File: src/rtl/kb_input_buffer.sv
// kb_input_buffer: PS/2 keyboard receiver feeding a show-ahead scan-code FIFO for the ALU keyboard port.
// Build option KB_BREAK_FILTER_EN: drop 8'hF0 break prefixes and the byte that follows them.
module kb_input_buffer #(
    parameter int FIFO_DEPTH     = 8,
    parameter int TIMEOUT_CYCLES = 5000,
    parameter int KB_DATA_WIDTH  = 8
) (
    input  logic                          clk,
    input  logic                          rst_n,
    input  logic                          ps2_clk,
    input  logic                          ps2_data,
    input  logic                          kb_pop,
    input  logic                          err_clr,
    output logic [KB_DATA_WIDTH-1:0]      kb_data,
    output logic                          kb_valid,
    output logic [$clog2(FIFO_DEPTH):0]   kb_count,
    output logic                          frame_err,
    output logic                          overflow
);

    localparam int ADDR_W    = $clog2(FIFO_DEPTH);
    localparam int BIT_CNT_W = (KB_DATA_WIDTH > 1) ? $clog2(KB_DATA_WIDTH) : 1;
    localparam int TO_W      = $clog2(TIMEOUT_CYCLES + 1);
    localparam logic [BIT_CNT_W-1:0] LAST_BIT = BIT_CNT_W'(KB_DATA_WIDTH - 1);
    localparam logic [TO_W-1:0]      TO_LIMIT = TO_W'(TIMEOUT_CYCLES);

    typedef enum logic [1:0] {
        ST_IDLE,
        ST_DATA,
        ST_PARITY,
        ST_STOP
    } rx_state_t;

    // ------------------------------------------------------------------
    // Input conditioning
    // ------------------------------------------------------------------
    logic r_clk_s1;
    logic r_clk_s2;
    logic r_clk_prev;
    logic r_data_s1;
    logic r_data_s2;
    logic w_fall;

    // NOTE: the clock chain resets to 1 (line idle level) so reset release never looks like a falling edge.
    always_ff @(posedge clk or negedge rst_n) begin
        if (!rst_n) begin
            r_clk_s1   <= 1'b1;
            r_clk_s2   <= 1'b1;
            r_clk_prev <= 1'b1;
            r_data_s1  <= 1'b0;
            r_data_s2  <= 1'b0;
        end else begin
            r_clk_s1   <= ps2_clk;
            r_clk_s2   <= r_clk_s1;
            r_clk_prev <= r_clk_s2;
            r_data_s1  <= ps2_data;
            r_data_s2  <= r_data_s1;
        end
    end

    assign w_fall = r_clk_prev & ~r_clk_s2;

    // ------------------------------------------------------------------
    // Receive FSM
    // ------------------------------------------------------------------
    rx_state_t                  r_state;
    rx_state_t                  w_state_nxt;
    logic [BIT_CNT_W-1:0]       r_bit_cnt;
    logic [KB_DATA_WIDTH-1:0]   r_shift;
    logic                       r_parity;
    logic [TO_W-1:0]            r_to_cnt;
    logic                       w_timeout;
    logic                       w_stop_evt;
    logic                       w_frame_ok;
    logic                       w_good_byte;
    logic                       w_err_evt;
    logic                       w_push_req;

    // An edge arriving in the same cycle as the limit keeps the frame alive.
    assign w_timeout = (r_state != ST_IDLE) && !w_fall && (r_to_cnt == TO_LIMIT);

    always_ff @(posedge clk or negedge rst_n) begin
        if (!rst_n) begin
            r_state <= ST_IDLE;
        end else begin
            r_state <= w_state_nxt;
        end
    end

    // NOTE: every always_comb output gets a default first so no path can infer a latch.
    always_comb begin
        w_state_nxt = r_state;
        if (w_timeout) begin
            w_state_nxt = ST_IDLE;
        end else if (w_fall) begin
            case (r_state)
                ST_IDLE:   if (!r_data_s2) w_state_nxt = ST_DATA;
                ST_DATA:   if (r_bit_cnt == LAST_BIT) w_state_nxt = ST_PARITY;
                ST_PARITY: w_state_nxt = ST_STOP;
                ST_STOP:   w_state_nxt = ST_IDLE;
                default:   w_state_nxt = ST_IDLE;
            endcase
        end
    end

    always_comb begin
        w_stop_evt  = w_fall && (r_state == ST_STOP);
        w_frame_ok  = r_data_s2 && (^{r_shift, r_parity});
        w_good_byte = w_stop_evt && w_frame_ok;
        w_err_evt   = (w_stop_evt && !w_frame_ok) || w_timeout;
    end

    always_ff @(posedge clk or negedge rst_n) begin
        if (!rst_n) begin
            r_bit_cnt <= '0;
            r_shift   <= '0;
            r_parity  <= 1'b0;
        end else if (w_timeout) begin
            r_bit_cnt <= '0;
            r_shift   <= '0;
            r_parity  <= 1'b0;
        end else if (w_fall) begin
            case (r_state)
                ST_IDLE: begin
                    r_bit_cnt <= '0;
                    r_shift   <= '0;
                end
                ST_DATA: begin
                    r_shift   <= {r_data_s2, r_shift[KB_DATA_WIDTH-1:1]};
                    r_bit_cnt <= r_bit_cnt + BIT_CNT_W'(1);
                end
                ST_PARITY: r_parity <= r_data_s2;
                default: ;
            endcase
        end
    end

    always_ff @(posedge clk or negedge rst_n) begin
        if (!rst_n) begin
            r_to_cnt <= '0;
        end else if ((r_state == ST_IDLE) || w_fall || w_timeout) begin
            r_to_cnt <= '0;
        end else begin
            r_to_cnt <= r_to_cnt + TO_W'(1);
        end
    end

`ifdef KB_BREAK_FILTER_EN
    localparam logic [KB_DATA_WIDTH-1:0] BREAK_CODE = KB_DATA_WIDTH'(8'hF0);
    logic r_break_armed;

    // The armed flag swallows exactly one good byte, whatever its value.
    always_ff @(posedge clk or negedge rst_n) begin
        if (!rst_n) begin
            r_break_armed <= 1'b0;
        end else if (w_err_evt) begin
            r_break_armed <= 1'b0;
        end else if (w_good_byte) begin
            r_break_armed <= !r_break_armed && (r_shift == BREAK_CODE);
        end
    end

    assign w_push_req = w_good_byte && !r_break_armed && (r_shift != BREAK_CODE);
`else
    assign w_push_req = w_good_byte;
`endif

    logic                     r_push;
    logic [KB_DATA_WIDTH-1:0] r_push_data;

    always_ff @(posedge clk or negedge rst_n) begin
        if (!rst_n) begin
            r_push      <= 1'b0;
            r_push_data <= '0;
        end else begin
            r_push <= w_push_req;
            if (w_push_req) begin
                r_push_data <= r_shift;
            end
        end
    end

    // ------------------------------------------------------------------
    // Show-ahead FIFO
    // ------------------------------------------------------------------
    logic [KB_DATA_WIDTH-1:0] r_mem [FIFO_DEPTH];
    logic [ADDR_W:0]          r_wr_ptr;
    logic [ADDR_W:0]          r_rd_ptr;
    logic                     w_empty;
    logic                     w_full;
    logic                     w_do_pop;
    logic                     w_do_push;
    logic                     w_drop;

    assign w_empty   = (r_wr_ptr == r_rd_ptr);
    assign w_full    = (r_wr_ptr[ADDR_W] != r_rd_ptr[ADDR_W]) &&
                       (r_wr_ptr[ADDR_W-1:0] == r_rd_ptr[ADDR_W-1:0]);
    assign w_do_pop  = kb_pop && !w_empty;
    assign w_do_push = r_push && (!w_full || w_do_pop);
    assign w_drop    = r_push && w_full && !w_do_pop;

    // NOTE: storage is deliberately not reset; the pointers alone define which entries are valid.
    always_ff @(posedge clk) begin
        if (w_do_push) begin
            r_mem[r_wr_ptr[ADDR_W-1:0]] <= r_push_data;
        end
    end

    always_ff @(posedge clk or negedge rst_n) begin
        if (!rst_n) begin
            r_wr_ptr <= '0;
            r_rd_ptr <= '0;
        end else begin
            if (w_do_push) r_wr_ptr <= r_wr_ptr + (ADDR_W+1)'(1);
            if (w_do_pop)  r_rd_ptr <= r_rd_ptr + (ADDR_W+1)'(1);
        end
    end

    assign kb_valid = !w_empty;
    assign kb_data  = w_empty ? '0 : r_mem[r_rd_ptr[ADDR_W-1:0]];
    assign kb_count = r_wr_ptr - r_rd_ptr;

    // ------------------------------------------------------------------
    // Sticky flags: a set event in the same cycle as err_clr wins
    // ------------------------------------------------------------------
    always_ff @(posedge clk or negedge rst_n) begin
        if (!rst_n) begin
            frame_err <= 1'b0;
            overflow  <= 1'b0;
        end else begin
            if (w_err_evt)     frame_err <= 1'b1;
            else if (err_clr)  frame_err <= 1'b0;
            if (w_drop)        overflow  <= 1'b1;
            else if (err_clr)  overflow  <= 1'b0;
        end
    end

endmodule

File: config.mk
export PLATFORM = sky130hd
export DESIGN_NAME = kb_input_buffer
export DESIGN_NICKNAME = d
export VERILOG_FILES = /design/src/rtl/kb_input_buffer.sv
export SDC_FILE = /design/constraint.sdc
export NUM_CORES = 1
export LEC_CHECK = 0
export ABC_AREA = 1
export BUFFER_PORTS_ARGS = -buffer_cell sky130_fd_sc_hd__clkbuf_2
export CAP_MARGIN = 20
export CORE_UTILIZATION = 61
export DETAILED_ROUTE_END_ITERATION = 16
export GPL_TIMING_DRIVEN = 1
export PLACE_DENSITY_LB_ADDON = 0.05
export SLEW_MARGIN = 20
export SYNTH_ARGS = -nofsm -noshare
export SYNTH_HDL_FRONTEND = slang
export SYNTH_SLANG_ARGS = --single-unit
File: constraint.sdc
create_clock -name clk -period 3 [get_ports clk]
set_input_delay 0.6 -clock clk [delete_from_list [all_inputs] [get_ports clk]]
set_output_delay 0.6 -clock clk [all_outputs]
set_load 0.01 [all_outputs]
Word-level counts from Yosys, hierarchy flattened
Memories as Yosys holds them, arrays and structs flattened.
Index checks and enable logic that the tools add are counted.
- bits in writable memories: 64
- output and inout bits: 15
- memories: 1
- flip-flop bits (word level): 51
- bitwise gates (word level): 2
- reduce and logical (&&, ||, !) cells: 31
- $add $sub $neg: 5
- equal/unequal tests: 10
- muxes and demuxes: 21
- memories (memory ; words ; bits a word ; read ports ; clocked after Yosys merged registers in ; wr ports ; RTL line ; RTL):
    r_mem ; 8 ; 8 ; 1 ; 0 ; 1 ; 186 ; logic [KB_DATA_WIDTH-1:0] r_mem [FIFO_DEPTH];
- operators with widths (kind ; count):
    8-bit 2-to-1 mux ; 3
    8-bit case mux with 2 select lines ; 1
    13-bit by 1-bit adder with 13-bit output, second input constant ; 1
    13-bit == test, second input constant ; 1
    13-bit 2-to-1 mux ; 1
    1-bit logical AND ; 11
    2-bit nonzero test ; 5
    9-bit XOR reduction ; 1
    4-bit by 1-bit adder with 4-bit output, second input constant ; 2
    1-bit 2-to-1 mux ; 8
    2-bit 2-to-1 mux ; 4
    2-bit case mux with 4 select lines ; 1
    3-bit 2-to-1 mux ; 2
    3-bit inequality test, second input constant ; 2
    3-bit case mux with 2 select lines ; 1
    1-bit logical NOT ; 5
    2-bit == test, second input constant ; 2
    4-bit == test ; 1
    1-bit logical OR ; 4
    2-bit AND reduction ; 2
    4-bit subtractor ; 1
    3-bit by 1-bit adder with 3-bit output, second input constant ; 1
    3-bit == test ; 1
    3-bit == test, second input constant ; 1
    7 further kinds ; 7

Longest topological paths before layout
Gate-level depths: netlist (run 1).
- depth after elaboration: 7
- depth in mapped cells: 11
- depth with buffers taken out: 11

Worst setup path before layout (run 1)
No wires, ideal clock.
- path kind: flip-flop to flip-flop
- start: register r_rd_ptr[2]
- end: memory r_mem[2][0] (enable)
- data arrival time: 1.916 ns
- setup slack: 0.713 ns
- clock period less this slack: 2.287 ns
- buffers on the path: 1
- stages on the path, launching flop included: 11
- setup time: 0.370 ns
- cells stage by stage: dfrtp_1 > buf_2 > clkinv_1 > ha_1 > nand3_1 > nor2_1 > nand2_1 > nand2_1 > inv_2 > nand2_1 > nor2_1
- cells in the longest elaborated chain, start to end: 7
- elaborated cells between the ends (all ways): 10
- classes of those cells: eq/ne (2); mux (2); reduce/logical (6)
- RTL lines (what ; RTL line ; RTL):
    start, declared ; 188 ; logic [ADDR_W:0] r_rd_ptr;
    start signal, assigned ; 215 ; if (w_do_pop) r_rd_ptr <= r_rd_ptr + (ADDR_W+1)'(1);
    4-bit == test or 3-bit == test (tied branches) ; 195, 197 ;
    1-bit logical NOT or 1-bit logical AND (tied branches) ; 198, 196 ;
    1-bit logical AND or 1-bit logical NOT (tied branches) ; 198, 199 ;
    1-bit logical OR (*) ; 199 ; assign w_do_push = r_push && (!w_full || w_do_pop);
    1-bit logical AND (*) ; 199 ;
    1-bit 2-to-1 mux (*) ; 204 ; if (w_do_push) begin
    1-bit 2-to-1 mux (implied by the code) (*) ; 205 ; r_mem[r_wr_ptr[ADDR_W-1:0]] <= r_push_data;
    end, declared ; 186 ;
Mark *: on every way between the ends. The rest lies on a longest branch, timed or not.

Worst setup path after layout (run 1)
- start: register r_rd_ptr[2]
- end: output port kb_data[0]
- cells in the longest elaborated chain, start to end: 2
- elaborated cells between the ends (all ways): 3
- classes of those cells: eq/ne (1); mux (1); memory (1)
- RTL lines (what ; RTL line ; RTL):
    memory 8 x 8 bit or 4-bit == test (tied branches) ; n/a ;
    8-bit 2-to-1 mux (*) ; 220 ; assign kb_data = w_empty ? '0 : r_mem[r_rd_ptr[ADDR_W-1:0]];
    end, declared ; 14 ; output logic [KB_DATA_WIDTH-1:0] kb_data,
Marks and branches as above.

==> results of run 1 <==
-- stage by stage --
step	area [sq um]	utilization [%]
2_1_floorplan	5179	-
3_3_place_gp	5428	66.06
3_5_place_dp	5428	66.06
4_1_cts	6011	73.15
5_1_grt	6041	73.52
6_report	6041	73.52
-- cells by family (layout without fill, tap and decap cells) --
| logic type | after synthesis | in the layout | synth area share [%] |
|---|---|---|---|
| AND/OR/NAND/NOR | 206 | 206 | 17.83 |
| flip-flops | 115 | 115 | 61.83 |
| AO/OA/AOI/OAI | 85 | 85 | 9.157 |
| buffers and inverters | 73 | 126 | 5.605 |
| adder cells (fa/ha/maj) | 14 | 14 | 3.528 |
| XOR/XNOR | 11 | 11 | 1.860 |
| multiplexers | 1 | 1 | 0.1933 |
-- cell type report --
type	instances	area, sq um	share of cell area, %
Timing Repair Buffer	34	205.2	3.397
Clock buffer	18	417.9	6.918
Sequential cell	115	3202	53.00
Multi-Input combinational cell	317	1687	27.92
Clock inverter	14	165.2	2.734
Tap cell	105	131.4	2.175
Inverter	60	232.7	3.853
-- Yosys cell counts (all sizes together), types with 2 or more instances --
library cell and n:
clkbuf 5, edfxtp 64, o22ai 23, xnor2 4, nor3b 4, inv 59, nand3 13, buf 8
dfrtp 48, xor2 7, o211ai 2, o21ai 48, a21oi 10, ha 13, nor3 8, nor2 83
nand4 15, nand2 82, dfstp 3
-- routing by layer --
| layer | global-route usage, % | vias to the layer above | part of all wire, % |
|---|---|---|---|
| met3 | 5.340 | 17 | 3.9 |
| met2 | 46.68 | 94 | 52 |
| li1 | - | 1793 | - |
| met1 | 30.28 | 1756 | 43 |
| met4 | 12.95 | 0 | 1.5 |
| met5 | 0 | - | 0 |
-- worst reg2reg max path, delay by kind of cell, from the launching register on --
kind / cells / cell delay [ns]
and+or+nand+nor: 6 / 1.07
DFF: 1 / 0.39
adders and majority gates: 1 / 0.39
buffers and inverters: 2 / 0.32
-- repair_timing --
action / in CTS / in global routing
resized for setup: 0 / 3
buffers inserted: 0 / 3
setup endpoints to repair: 0 / 8
-- flip-flops by register name, indices dropped and copies added (netlist names) --
name,cells
r_to_cnt,13
r_clk_s2,1
r_rd_ptr,4
overflow,1
r_data_s2,1
r_push_data,8
frame_err,1
r_wr_ptr,4
r_state,2
r_shift,8
r_parity,1
r_push,1
r_mem,64
r_bit_cnt,3
r_clk_s1,1
r_clk_prev,1
r_data_s1,1
-- worst paths after layout --
check,start,end
worst max-delay path,r_rd_ptr[2],kb_data[0]
worst min-delay path,rst_n,r_to_cnt[7]
worst max register to register,r_rd_ptr[2],r_mem[4][5]
worst min register to register,r_data_s1,r_data_s2
max in group asynchronous,rst_n,r_push_data[0]
min in group clk,ps2_clk,r_clk_s1
-- power breakdown --
part,switching [W],internal (W)
clock,0.000702,0.00126
combinational,0.00106,0.000613
sequential,0.000133,0.00179
total,0.00190,0.00366
==> results.txt, run 1 <==
total gr overflow: 0
die area: 8862 sq um
Final Worst Setup Slack: 0.1343 ns
placed cell count: 628
delay-heaviest family, CP: buffers and inverters
# hold bufs at CTS: 0
cts bufs inserted: 17
CP Capture Type: output pin
Async SR Flop Fraction: 44.35%
Post-synth EDFFs: 64
DRC violations left: 0
first-pass GRT wire length: 17.27 mm
Reg clk slew, reported paths: 0.06 ns
Fillers: 561
CP Buf/Inv Count: 3
drt total wl: 10.57 mm
fmax: 349.0 MHz
Detailed Routing Iterations Pass 1: 5
layout cell share with drive strength beyond 1: 16.49%
Critical Path RT: 2.40 ns
Total GRT Usage: 26.40%
max_cap viols: 0
I/O Buffers: 20
dpl ws: 0.4961 ns
top cells by area, synth: edfxtp_1 37%, dfrtp_1 23%, nand2_1 5.7%
NumNets Final: 565
clk_lat worst skew: 0.50 ns
Die W: 94.14 um
Crit path depth: 8
CTS HTree Levels: 4
RSZ-0062 raised after global routing: no
crit path time final: 2.866 ns
worst-path cell chain: clkinvlp_4 -> ha_1 -> nand3_1 -> nor2_2 -> inv_2 -> o21ai_0 -> nor2_1 -> clkbuf_2
critical path fanouts, max: 10
Fin Clk Skew: 0.009931 ns
Crit Path Class: flop to output pin
max incr delay on CP: 0.41 ns
core area: 8217 sq um
via count: 3660
Final ANT Viol Nets: 0
power per cell area: 920.7 nW/um^2
Die Y: 94.14 um
Worst slew margin: 56.60%
RD Place Congestion: 0.7992
# diodes: 0
FF-to-FF setup slack: 0.48 ns
Layout Cells excl Fill: 663
TritonCTS clock tree: built
FF-to-FF path depth: 9
drt initial violations: 201
Slew Limit Fails: 0
commonest non-fill, non-tap cell in the layout: nand2_1
Synth Register Bits: 115
clock tree buffer depth: 2
cells after synthesis: 505
CTS Sinks: 115
final hold viol count: 0
Unique masters post-synth: 36
Synth Warn #: 0
crit path DAT: 2.27 ns
peak supply drop: 490.9 uV
synthesized net count: 525
predominant post-synthesis flop cell: edfxtp_1
most frequent cells in the layout: 78 x nand2_1, 77 x nor2_1, 64 x edfxtp_1
vias per std cell: 5.520
Leak: 2.541 nW
slowest stage cell, crit path: ha_1
Syn-to-layout area delta: 16.65%
initial antenna violation count: 0
clk root buf: clkbuf_8
status: completed
Tot Pwr: 0.005561 W
worst slew pin tran: 0.6486 ns
setup TNS: 0 ns
hold crit path type: input pin to async pin
Mean Syn Cell Area: 10.25 sq um
type of origin of the critical path: flop
Seq/Total Area, Yosys: 61.83%
wire length per cell: 15.94 um
WHS: 0.09941 ns
area share of the largest cell type after synthesis: 37.11%
I/O Pins: 21
largest net degree at the start of global routing: 33
Tcrit/Tclk final: 95.52%
Cell Area, Synth: 5179 sq um
Final setup viols: 0
cell taking the most area after synthesis: edfxtp_1
vias in the first global route: 3666
# rows: 33
DP HPWL: 6.881 mm
Initial Util: 63.03%
No activity file was read; power rests on OpenSTA's default activity.
==> run 2: changes to the inputs <==
ABC_AREA = not set   (was 1)
==> results.txt, run 2 <==
status: completed
Fin Clk Skew: 0.008914 ns
r2r startpoint: r_rd_ptr[2]
DRC violations left: 0
setup TNS: 0 ns
crit path time final: 2.851 ns
Die Y: 92.13 um
Critical Path RT: 2.40 ns
RSZ-0062 raised after global routing: no
Async SR Flop Fraction: 44.35%
total gr overflow: 0
area share of the largest cell type after synthesis: 38.79%
Design Area, Final: 5834 sq um
Synth Warn #: 0
Detailed Routing Iterations Pass 1: 4
wire length per cell: 17.86 um
max_cap viols: 0
I/O Buffers: 20
Post-synth EDFFs: 64
Fillers: 475
CP Capture Type: output pin
Cell Area, Synth: 4955 sq um
vias per std cell: 5.573
layout cell share with drive strength beyond 1: 23.51%
Synth Register Bits: 115
Final Worst Setup Slack: 0.1489 ns
Crit Path Class: flop to output pin
DP HPWL: 5.554 mm
placed inst area: 5228 sq um
crit path DAT: 2.25 ns
fmax: 350.7 MHz
first-pass GRT wire length: 15.26 mm
HP Start: ps2_clk
synthesized net count: 371
Layout Cells excl Fill: 506
NumNets Final: 412
clock tree buffer depth: 2
Worst slew margin: 47.91%
fin util: 74.73%
hold crit path type: input pin to flop
clk_lat worst skew: 0.51 ns
Syn-to-layout area delta: 17.75%
cts bufs inserted: 17
drt initial violations: 229
Unique masters post-synth: 42
cells after synthesis: 351
die area: 8487 sq um
Reg clk slew, reported paths: 0.05 ns
Die W: 92.13 um
drt total wl: 9.038 mm
Final ANT Viol Nets: 0
Critical Path Source: r_rd_ptr[2]
peak supply drop: 510.1 uV
I/O Pins: 21
max FFs per register: 64
placed cell count: 474
core area: 7807 sq um
predominant post-synthesis flop cell: edfxtp_1
Mean Syn Cell Area: 14.12 sq um
critical path fanouts, max: 9
largest net degree at the start of global routing: 52
worst slew pin tran: 0.7762 ns
Final setup viols: 0
# rows: 32
final hold viol count: 0
Tcrit/Tclk final: 95.04%
Initial Util: 63.46%
most common cell in the netlist: edfxtp_1
Slew Limit Fails: 0
CTS HTree Levels: 4
initial antenna violation count: 0
CTS Sinks: 115
clk root buf: clkbuf_8
commonest non-fill, non-tap cell in the layout: edfxtp_1
via count: 2820
power per cell area: 967.1 nW/um^2
vias in the first global route: 2955
Leak: 2.346 nW
dpl ws: 0.5573 ns
Total GRT Usage: 24.59%
cell taking the most area after synthesis: edfxtp_1
top cells by area, synth: edfxtp_1 39%, dfrtp_1 24%, mux4_2 7.3%
Commonest cells post-synth: 64 x edfxtp_1, 48 x dfrtp_1, 34 x nand2_1, 34 x nor2_1, 21 x inv_1
most frequent cells in the layout: 64 x edfxtp_1, 48 x dfrtp_1, 34 x nor2_1, 34 x nand2_1, 21 x inv_1
TritonCTS clock tree: built
type of origin of the critical path: flop
# diodes: 0
Seq/Total Area, Yosys: 64.62%
RD Place Congestion: 0.8208
## run 2: cell count changes after synthesis, moves of 5 or more
| cell | change |
|---|---|
| a22oi_1 | +10 |
| nor2_1 | -43 |
| inv_2 | -5 |
| mux4_2 | +16 |
| xnor2_1 | +15 |
| inv_1 | -33 |
| nand2_1 | -44 |
| o21ai_0 | -45 |
| o22ai_1 | -21 |
| mux2_2 | +9 |
| nand4_1 | -13 |
## run 2: final timing paths
kind,to,slack (ns),cells after the start
worst max register to register,r_mem[0][5],0.62,7
max in group asynchronous,r_shift[4],2.37,2
min in group asynchronous,r_data_s1,0.20,2
worst min-delay path,r_clk_s1,0.17,1
worst min register to register,r_data_s2,0.35,0
worst max-delay path,kb_data[1],0.15,7
## run 2: where the power goes
group | switching (W) | leakage (nW) | total (W) | internal [W]
Sequential | 0.000190 | 1.24 | 0.00204 | 0.00185
Clock | 0.000685 | 0.273 | 0.00194 | 0.00125
Combinational | 0.000882 | 0.836 | 0.00167 | 0.000787
Total | 0.00176 | 2.35 | 0.00564 | 0.00389
## run 2: cell families after synthesis
| group | after synthesis | share of synthesized area, % |
|---|---|---|
| compound gates | 31 | 4.066 |
| fa+ha+maj | 14 | 3.687 |
| flops | 115 | 64.62 |
| xor+xnor | 25 | 5.101 |
| mux | 29 | 10.38 |
| simple gates | 104 | 9.571 |
| buf+inv | 33 | 2.576 |
## run 2: repair_timing
item | CTS | global route
cloned | 0 | 0
hold buffers | 0 | 0
buffers inserted | 0 | 1
hold endpoints to repair | 0 | 0
pin swaps | 0 | 1
gates resized for setup | 1 | 1
endpoints found under the setup margin | 1 | 9
## run 2: per-layer routing
layer / part of all wire [%] / GRT usage, %
met2: 51 / 41.36
met1: 44 / 30.86
met5: 0 / 0
met4: 1.1 / 8.464
met3: 3.5 / 6.799
## run 2: critical path: stages (launching register included)
cell and delay (ns):
dfrtp_1 0.39, clkinvlp_4 0.20, ha_1 0.38, nand3_1 0.25, nor2_4 0.08, buf_12 0.14
a21oi_1 0.14, clkbuf_2 0.16
## run 2: layout make-up
class                      count  area (sq um)  share of cell area, %
multi-input combinational    203          1630                  27.94
tap                          102         127.6                  2.187
timing repair buffer          33         210.2                  3.603
sequential                   115          3202                  54.88
inverter                      22         86.33                  1.480
clock inverter                14         163.9                  2.809
clock buffer                  17         414.1                  7.098
## run 2: per-stage QoR
| step | power [W] | hold WS (ns) |
|---|---|---|
| 6_report | 0.005643 | 0.1693 |
| 5_1_grt | 0.005957 | 0.1519 |
| 4_1_cts | 0.005647 | 0.1487 |
| 3_5_place_dp | 0.003658 | 0.3356 |
| 3_3_place_gp | 0.003627 | 0.3318 |
| 2_1_floorplan | 0.003187 | 0.3044 |
